--- src/rtl/div_ctrl_pkg.sv ---
// Shared definitions for the divide controller: width, op and state encodings.
// DATA_WIDTH may be overridden by defining the DATA_WIDTH macro.
`ifndef DATA_WIDTH
`define DATA_WIDTH 32
`endif

package div_ctrl_pkg;

  localparam int DIV_DATA_WIDTH = `DATA_WIDTH;

  typedef enum logic [1:0] {
    OP_DIV  = 2'b00,
    OP_DIVU = 2'b01,
    OP_REM  = 2'b10,
    OP_REMU = 2'b11
  } div_op_e;

  typedef enum logic [1:0] {
    IDLE = 2'd0,
    PREP = 2'd1,
    WAIT = 2'd2,
    FIX  = 2'd3
  } div_state_e;

  function automatic logic op_signed(input logic [1:0] op);
    return ~op[0];
  endfunction

  function automatic logic op_rem(input logic [1:0] op);
    return op[1];
  endfunction

endpackage

--- src/rtl/div_ctrl_abs.sv ---
// Conditional two's-complement negate used for operand magnitudes
// and for restoring the sign of quotient and remainder.
module div_abs #(
  parameter int W = 32
) (
  input  logic [W-1:0] a,
  input  logic         neg,
  output logic [W-1:0] y
);

  assign y = neg ? -a : a;

endmodule

--- src/rtl/div_ctrl.sv ---
// Divide sequencer wrapping an external unsigned divider.
// Optional DIV_RESULT_CACHE_EN keeps the last normal-path result for reuse.
module div_ctrl
  import div_ctrl_pkg::*;
#(
  parameter int DATA_WIDTH = DIV_DATA_WIDTH
) (
  input  logic                  cpu_clk,
  input  logic                  cpu_rstn,
  input  logic                  div_req,
  input  logic [1:0]            div_op,
  input  logic [DATA_WIDTH-1:0] div_src1,
  input  logic [DATA_WIDTH-1:0] div_src2,
  input  logic                  div_flush,
  output logic                  div_busy,
  output logic                  div_valid,
  output logic [DATA_WIDTH-1:0] div_out,
  output logic                  du_start,
  output logic [DATA_WIDTH-1:0] du_src1,
  output logic [DATA_WIDTH-1:0] du_src2,
  input  logic                  du_done,
  input  logic [DATA_WIDTH-1:0] du_div_result,
  input  logic [DATA_WIDTH-1:0] du_rem_result
);

  localparam logic [DATA_WIDTH-1:0] MIN_NEG =
    {1'b1, {(DATA_WIDTH-1){1'b0}}};

  div_state_e            state_q, state_d;
  logic [1:0]            op_q, op_d;
  logic [DATA_WIDTH-1:0] src1_q, src1_d;
  logic [DATA_WIDTH-1:0] src2_q, src2_d;
  logic [DATA_WIDTH-1:0] dsrc1_q, dsrc1_d;
  logic [DATA_WIDTH-1:0] dsrc2_q, dsrc2_d;
  logic [DATA_WIDTH-1:0] quo_q, quo_d;
  logic [DATA_WIDTH-1:0] rem_q, rem_d;
  logic [DATA_WIDTH-1:0] out_q, out_d;
  logic                  qsign_q, qsign_d;
  logic                  rsign_q, rsign_d;
  logic                  norm_q, norm_d;
  logic                  start_q, start_d;
  logic                  valid_q, valid_d;

  logic                  s1, s2;
  logic [DATA_WIDTH-1:0] mag1, mag2, quo_fix, rem_fix;

`ifdef DIV_RESULT_CACHE_EN
  logic                  c_vld_q, c_vld_d;
  logic                  c_sgn_q, c_sgn_d;
  logic [DATA_WIDTH-1:0] c_src1_q, c_src1_d;
  logic [DATA_WIDTH-1:0] c_src2_q, c_src2_d;
  logic [DATA_WIDTH-1:0] c_quo_q, c_quo_d;
  logic [DATA_WIDTH-1:0] c_rem_q, c_rem_d;
  logic                  hit;

  assign hit = c_vld_q && (div_src1 == c_src1_q) &&
               (div_src2 == c_src2_q) &&
               (op_signed(div_op) == c_sgn_q);
`endif

  assign s1 = op_signed(op_q) & src1_q[DATA_WIDTH-1];
  assign s2 = op_signed(op_q) & src2_q[DATA_WIDTH-1];

  div_abs #(.W(DATA_WIDTH)) u_abs1 (.a(src1_q), .neg(s1), .y(mag1));
  div_abs #(.W(DATA_WIDTH)) u_abs2 (.a(src2_q), .neg(s2), .y(mag2));
  div_abs #(.W(DATA_WIDTH)) u_fixq (.a(quo_q), .neg(qsign_q), .y(quo_fix));
  div_abs #(.W(DATA_WIDTH)) u_fixr (.a(rem_q), .neg(rsign_q), .y(rem_fix));

  always_comb begin
    state_d = state_q;
    op_d    = op_q;
    src1_d  = src1_q;
    src2_d  = src2_q;
    dsrc1_d = dsrc1_q;
    dsrc2_d = dsrc2_q;
    quo_d   = quo_q;
    rem_d   = rem_q;
    out_d   = out_q;
    qsign_d = qsign_q;
    rsign_d = rsign_q;
    norm_d  = norm_q;
    valid_d = 1'b0;
`ifdef DIV_RESULT_CACHE_EN
    c_vld_d  = c_vld_q;
    c_sgn_d  = c_sgn_q;
    c_src1_d = c_src1_q;
    c_src2_d = c_src2_q;
    c_quo_d  = c_quo_q;
    c_rem_d  = c_rem_q;
`endif
    unique case (state_q)
      IDLE: begin
        if (div_req) begin
          op_d    = div_op;
          src1_d  = div_src1;
          src2_d  = div_src2;
          qsign_d = 1'b0;
          rsign_d = 1'b0;
          norm_d  = 1'b0;
          if (div_src2 == '0) begin
            quo_d   = '1;
            rem_d   = div_src1;
            state_d = FIX;
          end else if (op_signed(div_op) && div_src1 == MIN_NEG &&
                       div_src2 == '1) begin
            quo_d   = div_src1;
            rem_d   = '0;
            state_d = FIX;
          end
`ifdef DIV_RESULT_CACHE_EN
          else if (hit) begin
            quo_d   = c_quo_q;
            rem_d   = c_rem_q;
            state_d = FIX;
          end
`endif
          else begin
            norm_d  = 1'b1;
            state_d = PREP;
          end
        end
      end
      PREP: begin
        dsrc1_d = mag1;
        dsrc2_d = mag2;
        qsign_d = s1 ^ s2;
        rsign_d = s1;
        state_d = WAIT;
      end
      WAIT: begin
        if (du_done) begin
          quo_d   = du_div_result;
          rem_d   = du_rem_result;
          state_d = FIX;
        end
      end
      FIX: begin
        valid_d = 1'b1;
        out_d   = op_rem(op_q) ? rem_fix : quo_fix;
        state_d = IDLE;
`ifdef DIV_RESULT_CACHE_EN
        if (norm_q) begin
          c_vld_d  = 1'b1;
          c_sgn_d  = op_signed(op_q);
          c_src1_d = src1_q;
          c_src2_d = src2_q;
          c_quo_d  = quo_fix;
          c_rem_d  = rem_fix;
        end
`endif
      end
      default: state_d = IDLE;
    endcase
    // Flush wins over everything, including a request arriving in IDLE.
    if (div_flush) begin
      state_d = IDLE;
      valid_d = 1'b0;
      op_d    = op_q;
      src1_d  = src1_q;
      src2_d  = src2_q;
      out_d   = out_q;
`ifdef DIV_RESULT_CACHE_EN
      c_vld_d = 1'b0;
`endif
    end
    start_d = (state_d == WAIT);
  end

  always_ff @(posedge cpu_clk or negedge cpu_rstn) begin
    if (!cpu_rstn) begin
      state_q <= IDLE;
      op_q    <= '0;
      src1_q  <= '0;
      src2_q  <= '0;
      dsrc1_q <= '0;
      dsrc2_q <= '0;
      quo_q   <= '0;
      rem_q   <= '0;
      out_q   <= '0;
      qsign_q <= 1'b0;
      rsign_q <= 1'b0;
      norm_q  <= 1'b0;
      start_q <= 1'b0;
      valid_q <= 1'b0;
`ifdef DIV_RESULT_CACHE_EN
      c_vld_q  <= 1'b0;
      c_sgn_q  <= 1'b0;
      c_src1_q <= '0;
      c_src2_q <= '0;
      c_quo_q  <= '0;
      c_rem_q  <= '0;
`endif
    end else begin
      state_q <= state_d;
      op_q    <= op_d;
      src1_q  <= src1_d;
      src2_q  <= src2_d;
      dsrc1_q <= dsrc1_d;
      dsrc2_q <= dsrc2_d;
      quo_q   <= quo_d;
      rem_q   <= rem_d;
      out_q   <= out_d;
      qsign_q <= qsign_d;
      rsign_q <= rsign_d;
      norm_q  <= norm_d;
      start_q <= start_d;
      valid_q <= valid_d;
`ifdef DIV_RESULT_CACHE_EN
      c_vld_q  <= c_vld_d;
      c_sgn_q  <= c_sgn_d;
      c_src1_q <= c_src1_d;
      c_src2_q <= c_src2_d;
      c_quo_q  <= c_quo_d;
      c_rem_q  <= c_rem_d;
`endif
    end
  end

  assign div_busy  = (state_q != IDLE);
  assign div_valid = valid_q;
  assign div_out   = out_q;
  assign du_start  = start_q;
  assign du_src1   = dsrc1_q;
  assign du_src2   = dsrc2_q;

endmodule

--- config.mk ---
export PLATFORM = sky130hd
export DESIGN_NAME = div_ctrl
export DESIGN_NICKNAME = d
export VERILOG_FILES = /design/src/rtl/div_ctrl_pkg.sv /design/src/rtl/div_ctrl_abs.sv /design/src/rtl/div_ctrl.sv
export SDC_FILE = /design/constraint.sdc
export NUM_CORES = 1
export LEC_CHECK = 0
export BUFFER_PORTS_ARGS = -buffer_cell sky130_fd_sc_hd__buf_2
export CAP_MARGIN = 20
export CORE_MARGIN = 2
export CORE_UTILIZATION = 40
export CTS_CLUSTER_DIAMETER = 80
export DETAILED_ROUTE_END_ITERATION = 10
export PLACE_DENSITY = 0.71
export SLEW_MARGIN = 5
export SYNTH_ARGS = -nofsm -noshare
export SYNTH_HDL_FRONTEND = slang
export SYNTH_SLANG_ARGS = --single-unit
--- constraint.sdc ---
create_clock -name cpu_clk -period 2.66 [get_ports cpu_clk]
set_clock_uncertainty 0.15 [all_clocks]
set_input_delay 0.399 -clock cpu_clk [delete_from_list [all_inputs] [get_ports cpu_clk]]
set_output_delay 0.399 -clock cpu_clk [all_outputs]
set_load 0.02 [all_outputs]
==> metrics, run 1 <==
min-delay worst type in -> reg; ratio of cells with drive above 1 in the final layout 32.7%; RSZ-0062 raised after global routing true; die height 179 um; via/cell ratio 5.53; Routed Antenna Nets 0; HPWL Detailed 28100 um; nature of the critical path endpoint flip-flop; register area share after synthesis 47.4%; crit-path cells or4_4 -> or3_4 -> or4_4 -> buf_4 -> o31ai_2 -> xor2_1 -> o221ai_1; Syn Std Cell Area 12300 um^2; worst slew pin tran 0.726 ns; Power Total 21.4 mW; WL/cell 19.4 um; Num CTS Buffers 26; Distinct cells, synth 59; clk slew on worst S/H paths 0.06 ns; Layout area overhead 29.3%; Tcrit/Tclk final 102%; full die area 32100 um^2; largest net degree at the start of global routing 70; pins over their slew limit 0; Nets 1657; Post-synth EDFFs 0; Leak 7.06 nW; Worst EP required 2.89 ns; Final setup violation count 6; post-route cell area 15900 um^2; Starting Density 40.4%; WHS 0.0270 ns; global-route wire length before repair 57700 um; WL final 37500 um; commonest cells in the netlist 232 x dfrtp_1, 100 x mux2_2, 96 x nor2_1; grt total ovfl 0; detailed-route via count 10700; GRT Total Usage 23.1%; post-synthesis adder-cell area fraction 0.816%; Post-Syn Nets 1341; drt drc 0; Primary FF master, synth dfrtp_1; dpl ws -0.258 ns; hold path cells 2; placed insts 1849; max incr delay on CP 0.53 ns; synthesized-area fraction occupied by and/or/nand/nor cells 12.5%; top-count cell post-synth dfrtp_1; Pwr per Cell Area 1350 nW/um^2; htree depth 1; initial drt markers 856; XOR/XNOR share of the synthesized area 8.07%; startpoint types flip-flop; Sink Count 232; largest family of logic cells by synthesized area compound AO/OA/AOI/OAI gates; post-layout util 52.2%; setup TNS -0.210 ns; final RePlAce weighted congestion 0.892; clk_lat worst skew 0.54 ns; IO Port Bufs 233; # fillers 2726; CP max-delay cell or4_4; CP max FO 7; vias in the first global route 10500; flops & latches, synth 232; Max-cap violations 0; Multi-input gate area 6100 um^2; largest cells by area after synthesis dfrtp_1 47%, mux2_2 9.2%, xor2_1 5.3%, mux2i_1 3.3%, a21oi_1 3.1%; top cell type's share of synthesized area 47.4%; most used cell along the critical path or4_4; row count 64; CTS tree yes; Final WS setup -0.0581 ns; Final Hold Violating Endpoints 0; Core ar. 30300 um^2; Fmax achieved 368 MHz; Slew HR 51.5%; Synth Area in Compound Gates 15.1%; clock root cell clkbuf_16; Die Wd 179 um; Peak supply drop 0.626 mV; initial antenna violation count 1; Worst Setup Path Type reg -> reg; outcome complete, but fails checks; Finished Layout Cells 1931; I/O pins 234; multiplexer share of the synthesized area 12.5%; R2R cell count 7; cell taking the most area after synthesis dfrtp_1; Longest Clk Path Bufs 3; first drt pass iteration count 5; Synth warnings 0; min Tclk post-route 2.72 ns; failing checks setup timing; Avg Synthesized Cell Area 10.2 um^2; FF+latch area 5810 um^2; Syn Inst Count 1198; Critical Path AT 2.95 ns; Cell Area, Placed 14500 um^2; Async S/R FF share, synth 100%
-- cells by family (layout without fill, tap and decap cells) --
| logic type | count (synthesis) | count (layout) |
|---|---|---|
| AND/OR/NAND/NOR | 305 | 305 |
| XOR/XNOR | 113 | 113 |
| multiplexers | 140 | 140 |
| flip-flops | 232 | 232 |
| other | 0 | 1 |
| adder cells (fa/ha/maj) | 8 | 8 |
| AO/OA/AOI/OAI | 284 | 284 |
| buffers and inverters | 116 | 452 |
-- flip-flops by register name (all words and copies together) (netlist names) --
| register | cells |
|---|---|
| rem_q | 32 |
| op_q | 2 |
| du_src2 | 32 |
| src1_q | 32 |
| div_out | 32 |
| div_valid | 1 |
| state_q | 2 |
| quo_q | 32 |
| src2_q | 32 |
| du_start | 1 |
| rsign_q | 1 |
| du_src1 | 32 |
| qsign_q | 1 |
-- critical path: cells and delay by family, from the launching register on --
kind / cells / cell delay, ns
AOI/OAI and AO/OA: 2 / 0.33
and+or+nand+nor: 3 / 1.37
xor gates and xnor gates: 1 / 0.16
DFF: 1 / 0.37
buffers and inverters: 1 / 0.18
-- area by class of cell --
type | count | area share, %
clock inverter | 12 | 1.25
sequential | 232 | 36.6
tap | 396 | 3.13
antenna | 1 | 0.0158
timing repair buffer | 355 | 14.5
multi-input combinational | 850 | 38.5
inverter | 49 | 1.16
clock buffer | 36 | 4.92
-- repair_timing --
action | in CTS | in global routing
hold buffers | 30 | 0
gates resized for setup | 0 | 13
setup endpoints to repair | 7 | 64
setup buffers | 2 | 1
endpoints found under the hold margin | 92 | 0
pin swaps | 3 | 0
-- power by group --
| part | switching [mW] | internal [mW] | total (mW) |
|---|---|---|---|
| sequential | 1.69 | 5.25 | 6.94 |
| combinational | 5.84 | 4.55 | 10.4 |
| clock | 1.50 | 2.53 | 4.02 |
-- metal layers --
| layer | global-route usage [%] | vias up | wire length (um) |
|---|---|---|---|
| li1 | - | 4996 | - |
| met2 | 37.8 | 389 | 17600 |
| met3 | 5.60 | 72 | 3060 |
| met4 | 7.86 | 0 | 1270 |
| met5 | 0 | - | 0 |
| met1 | 30.1 | 5223 | 15600 |
-- final timing paths --
check                                            start                      end  slack, ns
worst min-delay path                       div_src1[5]    src1_q[5]$_DFFE_PN0P_       0.03
worst min register to register  div_out[2]$_DFFE_PN0P_   div_out[2]$_DFFE_PN0P_       0.32
worst max-delay path             quo_q[10]$_DFFE_PN0P_  div_out[17]$_DFFE_PN0P_      -0.06
max in group asynchronous                     cpu_rstn    quo_q[13]$_DFFE_PN0P_       1.33
min in group asynchronous                     cpu_rstn   src2_q[22]$_DFFE_PN0P_       0.25
worst max register to register   quo_q[10]$_DFFE_PN0P_  div_out[17]$_DFFE_PN0P_      -0.06
-- placed cells by master (no fill, tap or decap), types with 34 or more instances in the layout --
cell	Yosys	final
a21oi_1	76	76
buf_2	6	232
buf_4	0	82
dfrtp_1	232	232
inv_1	48	48
mux2_2	100	99
mux2i_1	40	40
nand2_1	70	70
nor2_1	96	93
o21ai_0	62	61
o22ai_1	34	34
xnor2_1	39	39
xor2_1	74	74
Note: power is estimated with default switching activity, not from simulation.
==> run 2: changes to the inputs <==
BUFFER_PORTS_ARGS = unset   (was -buffer_cell sky130_fd_sc_hd__buf_2)
CTS_CLUSTER_SIZE = 12   (was unset)
DONT_BUFFER_PORTS = 1   (was unset)
PLACE_DENSITY = 0.64   (was 0.71)
==> metrics, run 2 (synthesis gave the netlist of run 1 again) <==
first drt pass iteration count 7 (+2); outcome complete, but fails checks; ANT cells 0 (-1); Sink Count 232 (unchanged); Routed Antenna Nets 0 (unchanged); post-layout util 49.4% (-2.9 points); Core ar. 30300 um^2 (unchanged); Fmax achieved 368 MHz (about the same); Final setup violation count 6 (unchanged); WL final 38700 um (+3.0%); WL/cell 22.2 um (+14%); clock root cell clkbuf_16; WP buf/inv 1 (unchanged); worst slew pin tran 0.661 ns (-0.0642 ns); nature of the critical path endpoint flip-flop; Switching Share 44.1% (+1.8 points); HPWL Detailed 26900 um (-4.3%); Leak 6.24 nW (-12%); GRT Max-Usage Layer met2; failing checks hold timing, setup timing; placed insts 1608 (-13%); Worst Setup Path Type reg -> reg; Die Wd 179 um (unchanged); Layout area overhead 22.2%; Final WS setup -0.0593 ns (-0.00117 ns); Tcrit/Tclk final 102% (about the same); Seq pwr share 40.7% (+8.2 points); clk slew on worst S/H paths 0.06 ns (about the same); pins over their slew limit 0 (unchanged); met2 Use GR 39.0% (+1.3 points); Finished Layout Cells 1745 (-9.6%); largest net degree at the start of global routing 233 (+230%); initial drt markers 674 (-21%); most used cell along the critical path or4_4; Peak supply drop 0.624 mV (-0.41%); die height 179 um (unchanged); startpoint types flip-flop; Final Hold Violating Endpoints 232 (+232); min Tclk post-route 2.72 ns (+0.00117 ns); most frequent cells in the layout 232 x dfrtp_1, 108 x dlygate4sd3_1, 99 x mux2_2; htree depth 1 (unchanged); min-delay worst type in -> async; CP max FO 5 (-2); Starting Density 40.4% (unchanged); WHS -0.571 ns (-0.598 ns); full die area 32100 um^2 (unchanged); ratio of cells with drive above 1 in the final layout 17.6% (-15 points); row count 64 (unchanged); max incr delay on CP 0.54 ns (about the same); commonest non-fill, non-tap cell in the layout dfrtp_1; # fillers 2735 (+0.33%); Max-cap violations 0 (unchanged); met3 Track Usage GR 6.40% (+0.81 points); sw power 8.68 mW (-3.8%); Clock Power Share 14.7% (-4.1 points); crit-path leading delay family simple AND/OR/NAND/NOR gates; RSZ-0062 raised after global routing true; final RePlAce weighted congestion 0.909 (+1.9%); grt total ovfl 0 (unchanged); combinational power share 44.6% (-4.1 points); Post-CTS Hold Buffers 108 (+260%); global-route wire length before repair 59200 um (+2.6%); crit-path cells or4_4 -> or3_4 -> or4_4 -> buf_6 -> o41ai_4 -> xor2_1 -> o221ai_1; Power Total 19.7 mW (-7.8%); Nets 1491 (-10%); Num CTS Buffers 23 (-12%); initial antenna violation count 0 (-1); detailed-route via count 10100 (-5.6%); Pwr per Cell Area 1310 nW/um^2 (-2.5%); CTS tree yes; grt met1 use 31.5% (+1.4 points); via/cell ratio 5.78 (+4.4%); Multi-input gate area 6110 um^2 (+0.16%); vias in the first global route 10200 (-2.8%); I/O pins 234 (unchanged); clk_lat worst skew 0.52 ns (-0.02 ns); IO Port Bufs 0 (-100%); FF+latch area 5810 um^2 (unchanged); Slew HR 55.9% (+4.4 points); Critical Path AT 2.93 ns (-0.02 ns); CP max-delay cell or4_4; GRT Total Usage 24.0% (+0.87 points); Longest Clk Path Bufs 3 (unchanged); Pint 11.0 mW (-11%); Worst EP required 2.87 ns (-0.02 ns); drt drc 0 (unchanged)
-- run 2: changes by cell type in the layout (fill, tap and decap cells not counted), sizes merged, moves of 5 or more --
cell | previous run | this run
buf | 325 | 83
clkbuf | 36 | 24
bufinv | 5 | 0
clkinvlp | 5 | 0
dlygate4sd3 | 30 | 108
-- run 2: metal layers --
metal / vias to the layer above / share of wire, %
met3: 73 / 9.1
met4: 0 / 3.0
li1: 4667 / -
met2: 392 / 47
met1: 4948 / 41
met5: - / 0
-- run 2: per-stage QoR --
stage	cell area (um^2)	worst slack [ns]	TNS (ns)
after floorplan	12300	-0.0919	-0.209
after global placement	13200	-0.137	-0.979
after detailed placement	13200	-0.166	-0.723
after CTS	14900	-0.0502	-0.126
after global routing	15000	-0.155	-0.634
final	15000	-0.0593	-0.193
-- run 2: power by group through the flow --
stage / clock network, mW / registers (mW) / logic (mW)
3_3_place_gp: 0 / 7.94 / 8.25
5_1_grt: 3.06 / 8.27 / 9.72
6_report: 2.89 / 8.00 / 8.79
2_1_floorplan: 0 / 7.45 / 6.04
4_1_cts: 2.97 / 7.96 / 8.70
3_5_place_dp: 0 / 7.99 / 8.45
-- run 2: worst paths after layout --
check,startpoint,to,slack (ns),cells after the start
worst max-delay path,quo_q[10]$_DFFE_PN0P_,div_out[29]$_DFFE_PN0P_,-0.06,7
worst min-delay path,cpu_rstn,quo_q[27]$_DFFE_PN0P_,-0.57,0
worst max register to register,quo_q[10]$_DFFE_PN0P_,div_out[29]$_DFFE_PN0P_,-0.06,7
worst min register to register,qsign_q$_DFFE_PN0P_,qsign_q$_DFFE_PN0P_,0.36,2
max in group asynchronous,cpu_rstn,rem_q[21]$_DFFE_PN0P_,2.46,0
min in group cpu_clk,du_div_result[22],quo_q[22]$_DFFE_PN0P_,0.01,2
-- run 2: repair_timing --
| action | 4_1_cts | 5_1_grt |
|---|---|---|
| buffers inserted | 1 | 1 |
| pin swaps | 4 | 3 |
| hold endpoints to repair | 348 | 232 |
| resized for setup | 5 | 9 |
| endpoints found under the setup margin | 7 | 16 |
| cloned | 1 | 0 |
-- run 2: cell type report --
type / instances / area share (%)
Sequential cell: 232 / 38.7
Inverter: 49 / 1.23
Clock buffer: 24 / 3.93
Clock inverter: 2 / 0.0668
Multi-Input combinational cell: 851 / 40.8
Timing Repair Buffer: 191 / 12.0
Tap cell: 396 / 3.31
==> run 3: changes to the inputs <==
HOLD_SLACK_MARGIN = 0.08   (was unset)
==> metrics, run 3 (synthesis gave the netlist of run 1 again) <==
Worst Setup Path Type reg -> reg; CTS tree yes; R2R cell count 7 (unchanged); Die Wd 179 um (unchanged); first drt pass iteration count 5 (-2); Multi-input gate area 6110 um^2 (unchanged); via/cell ratio 5.76 (-0.30%); Sink Count 232 (unchanged); FF+latch area 5810 um^2 (unchanged); htree depth 1 (unchanged); largest net degree at the start of global routing 233 (unchanged); CP max FO 4 (-1); initial antenna violation count 0 (unchanged); Num CTS Buffers 23 (unchanged); WL final 39100 um (+1.1%); nature of the critical path endpoint flip-flop; ratio of cells with drive above 1 in the final layout 17.2% (-0.32 points); R2R Path Start quo_q[10]$_DFFE_PN0P_; Post-CTS Hold Buffers 133 (+23%); startpoint types flip-flop; Critical Path AT 3.00 ns (+0.07 ns); die height 179 um (unchanged); setup TNS -0.273 ns (-0.0807 ns); commonest non-fill, non-tap cell in the layout dfrtp_1; most frequent cells in the layout 232 x dfrtp_1, 133 x dlygate4sd3_1, 99 x mux2_2; WHS -0.578 ns (-0.00682 ns); failing checks hold timing, setup timing; Final WS setup -0.147 ns (-0.0881 ns); HPWL Detailed 26900 um (unchanged); # fillers 2706 (-1.1%); met3 Track Usage GR 6.40% (unchanged); global-route wire length before repair 59900 um (+1.1%); clock root cell clkbuf_16; grt met1 use 31.6% (+0.096 points); I/O pins 234 (unchanged); Worst EP required 2.86 ns (about the same); r2r setup slk -0.15 ns (-0.09 ns); Final setup violation count 6 (unchanged); Starting Density 40.4% (unchanged); drt drc 0 (unchanged); GRT Total Usage 24.3% (+0.27 points); Longest Clk Path Bufs 3 (unchanged); Leak 6.35 nW (+1.7%); min Tclk post-route 2.81 ns (+0.0881 ns); Fmax achieved 356 MHz (-3.1%); Routed Antenna Nets 0 (unchanged); full die area 32100 um^2 (unchanged); Slew HR 55.5% (-0.45 points); initial drt markers 737 (+9.3%); Final Hold Violating Endpoints 232 (unchanged); final RePlAce weighted congestion 0.909 (unchanged); RR Endpoint div_out[17]$_DFFE_PN0P_; RSZ-0062 raised after global routing true; Tcrit/Tclk final 106% (+3.3 points); GRT Max-Usage Layer met2; vias in the first global route 10400 (+2.1%); clk_lat worst skew 0.52 ns (about the same); Max-cap violations 0 (unchanged); Nets 1516 (+1.7%); Pwr per Cell Area 1300 nW/um^2 (-1.3%); met2 Use GR 39.6% (+0.51 points); Core ar. 30300 um^2 (unchanged); row count 64 (unchanged); pins over their slew limit 0 (unchanged); Layout area overhead 24.3%; grt total ovfl 0 (unchanged); clk slew on worst S/H paths 0.07 ns (about the same); detailed-route via count 10200 (+1.2%); min-delay worst type in -> async; worst slew pin tran 0.668 ns (+0.00675 ns); WL/cell 22.1 um (-0.36%); IO Port Bufs 0 (unchanged); Peak supply drop 0.623 mV (-0.16%); outcome complete, but fails checks; post-layout util 50.2% (+0.83 points)
run 3: area by class of cell:
| type | count | area share [%] |
|---|---|---|
| Multi-Input combinational cell | 851 | 40.1 |
| Clock buffer | 24 | 3.87 |
| Tap cell | 396 | 3.25 |
| Sequential cell | 232 | 38.1 |
| Clock inverter | 2 | 0.0657 |
| Timing Repair Buffer | 216 | 13.4 |
| Antenna cell | 1 | 0.0164 |
| Inverter | 49 | 1.21 |
run 3: critical path, cell delays in order, from the launching register on:
cell and delay, ns:
dfrtp_1 0.37, or4_4 0.54, or3_4 0.35, buf_4 0.15
or4_4 0.49, o31ai_4 0.20, xor2_1 0.22, o221ai_1 0.17
run 3: layer usage:
layer | share of wire (%) | up-vias | routed length [um]
met3 | 8.7 | 81 | 3410
met2 | 47 | 413 | 18200
met4 | 3.2 | 0 | 1240
met5 | 0 | - | 0
li1 | - | 4709 | -
met1 | 41 | 4996 | 16200
run 3: worst max path at each step:
| stage | startpoint | endpoint | cells past startpoint |
|---|---|---|---|
| floorplan | quo_q[10]$_DFFE_PN0P_ | div_out[25]$_DFFE_PN0P_ | 7 |
| global placement | quo_q[10]$_DFFE_PN0P_ | div_out[29]$_DFFE_PN0P_ | 7 |
| detailed placement | quo_q[10]$_DFFE_PN0P_ | div_out[29]$_DFFE_PN0P_ | 7 |
| CTS | quo_q[10]$_DFFE_PN0P_ | div_out[29]$_DFFE_PN0P_ | 7 |
| global route | quo_q[10]$_DFFE_PN0P_ | div_out[17]$_DFFE_PN0P_ | 7 |
| finish | quo_q[10]$_DFFE_PN0P_ | div_out[17]$_DFFE_PN0P_ | 7 |
run 3: repair_timing:
action | 4_1_cts | 5_1_grt
setup buffers | 1 | 1
gates cloned | 1 | 0
pin swaps | 4 | 3
endpoints found under the hold margin | 366 | 232
resized for setup | 5 | 9
endpoints found under the setup margin | 7 | 17
run 3: where the power goes:
group	internal, mW	total (mW)	switching [mW]
Clock	1.55	2.90	1.35
Sequential	5.24	8.01	2.77
Combinational	4.24	8.85	4.61
run 3: metrics by stage:
stage	hold slack (ns)	setup WS [ns]	cells	cell area [um^2]	total power, mW
final	-0.578	-0.147	1771	15200	19.8
after global routing	-0.589	-0.155	1770	15200	21.1
after CTS	-0.589	-0.0502	1769	15200	19.7
after detailed placement	-0.0381	-0.166	1608	13200	16.4
after global placement	-0.0373	-0.137	1608	13200	16.2
after floorplan	-0.0466	-0.0919	1198	12300	13.5
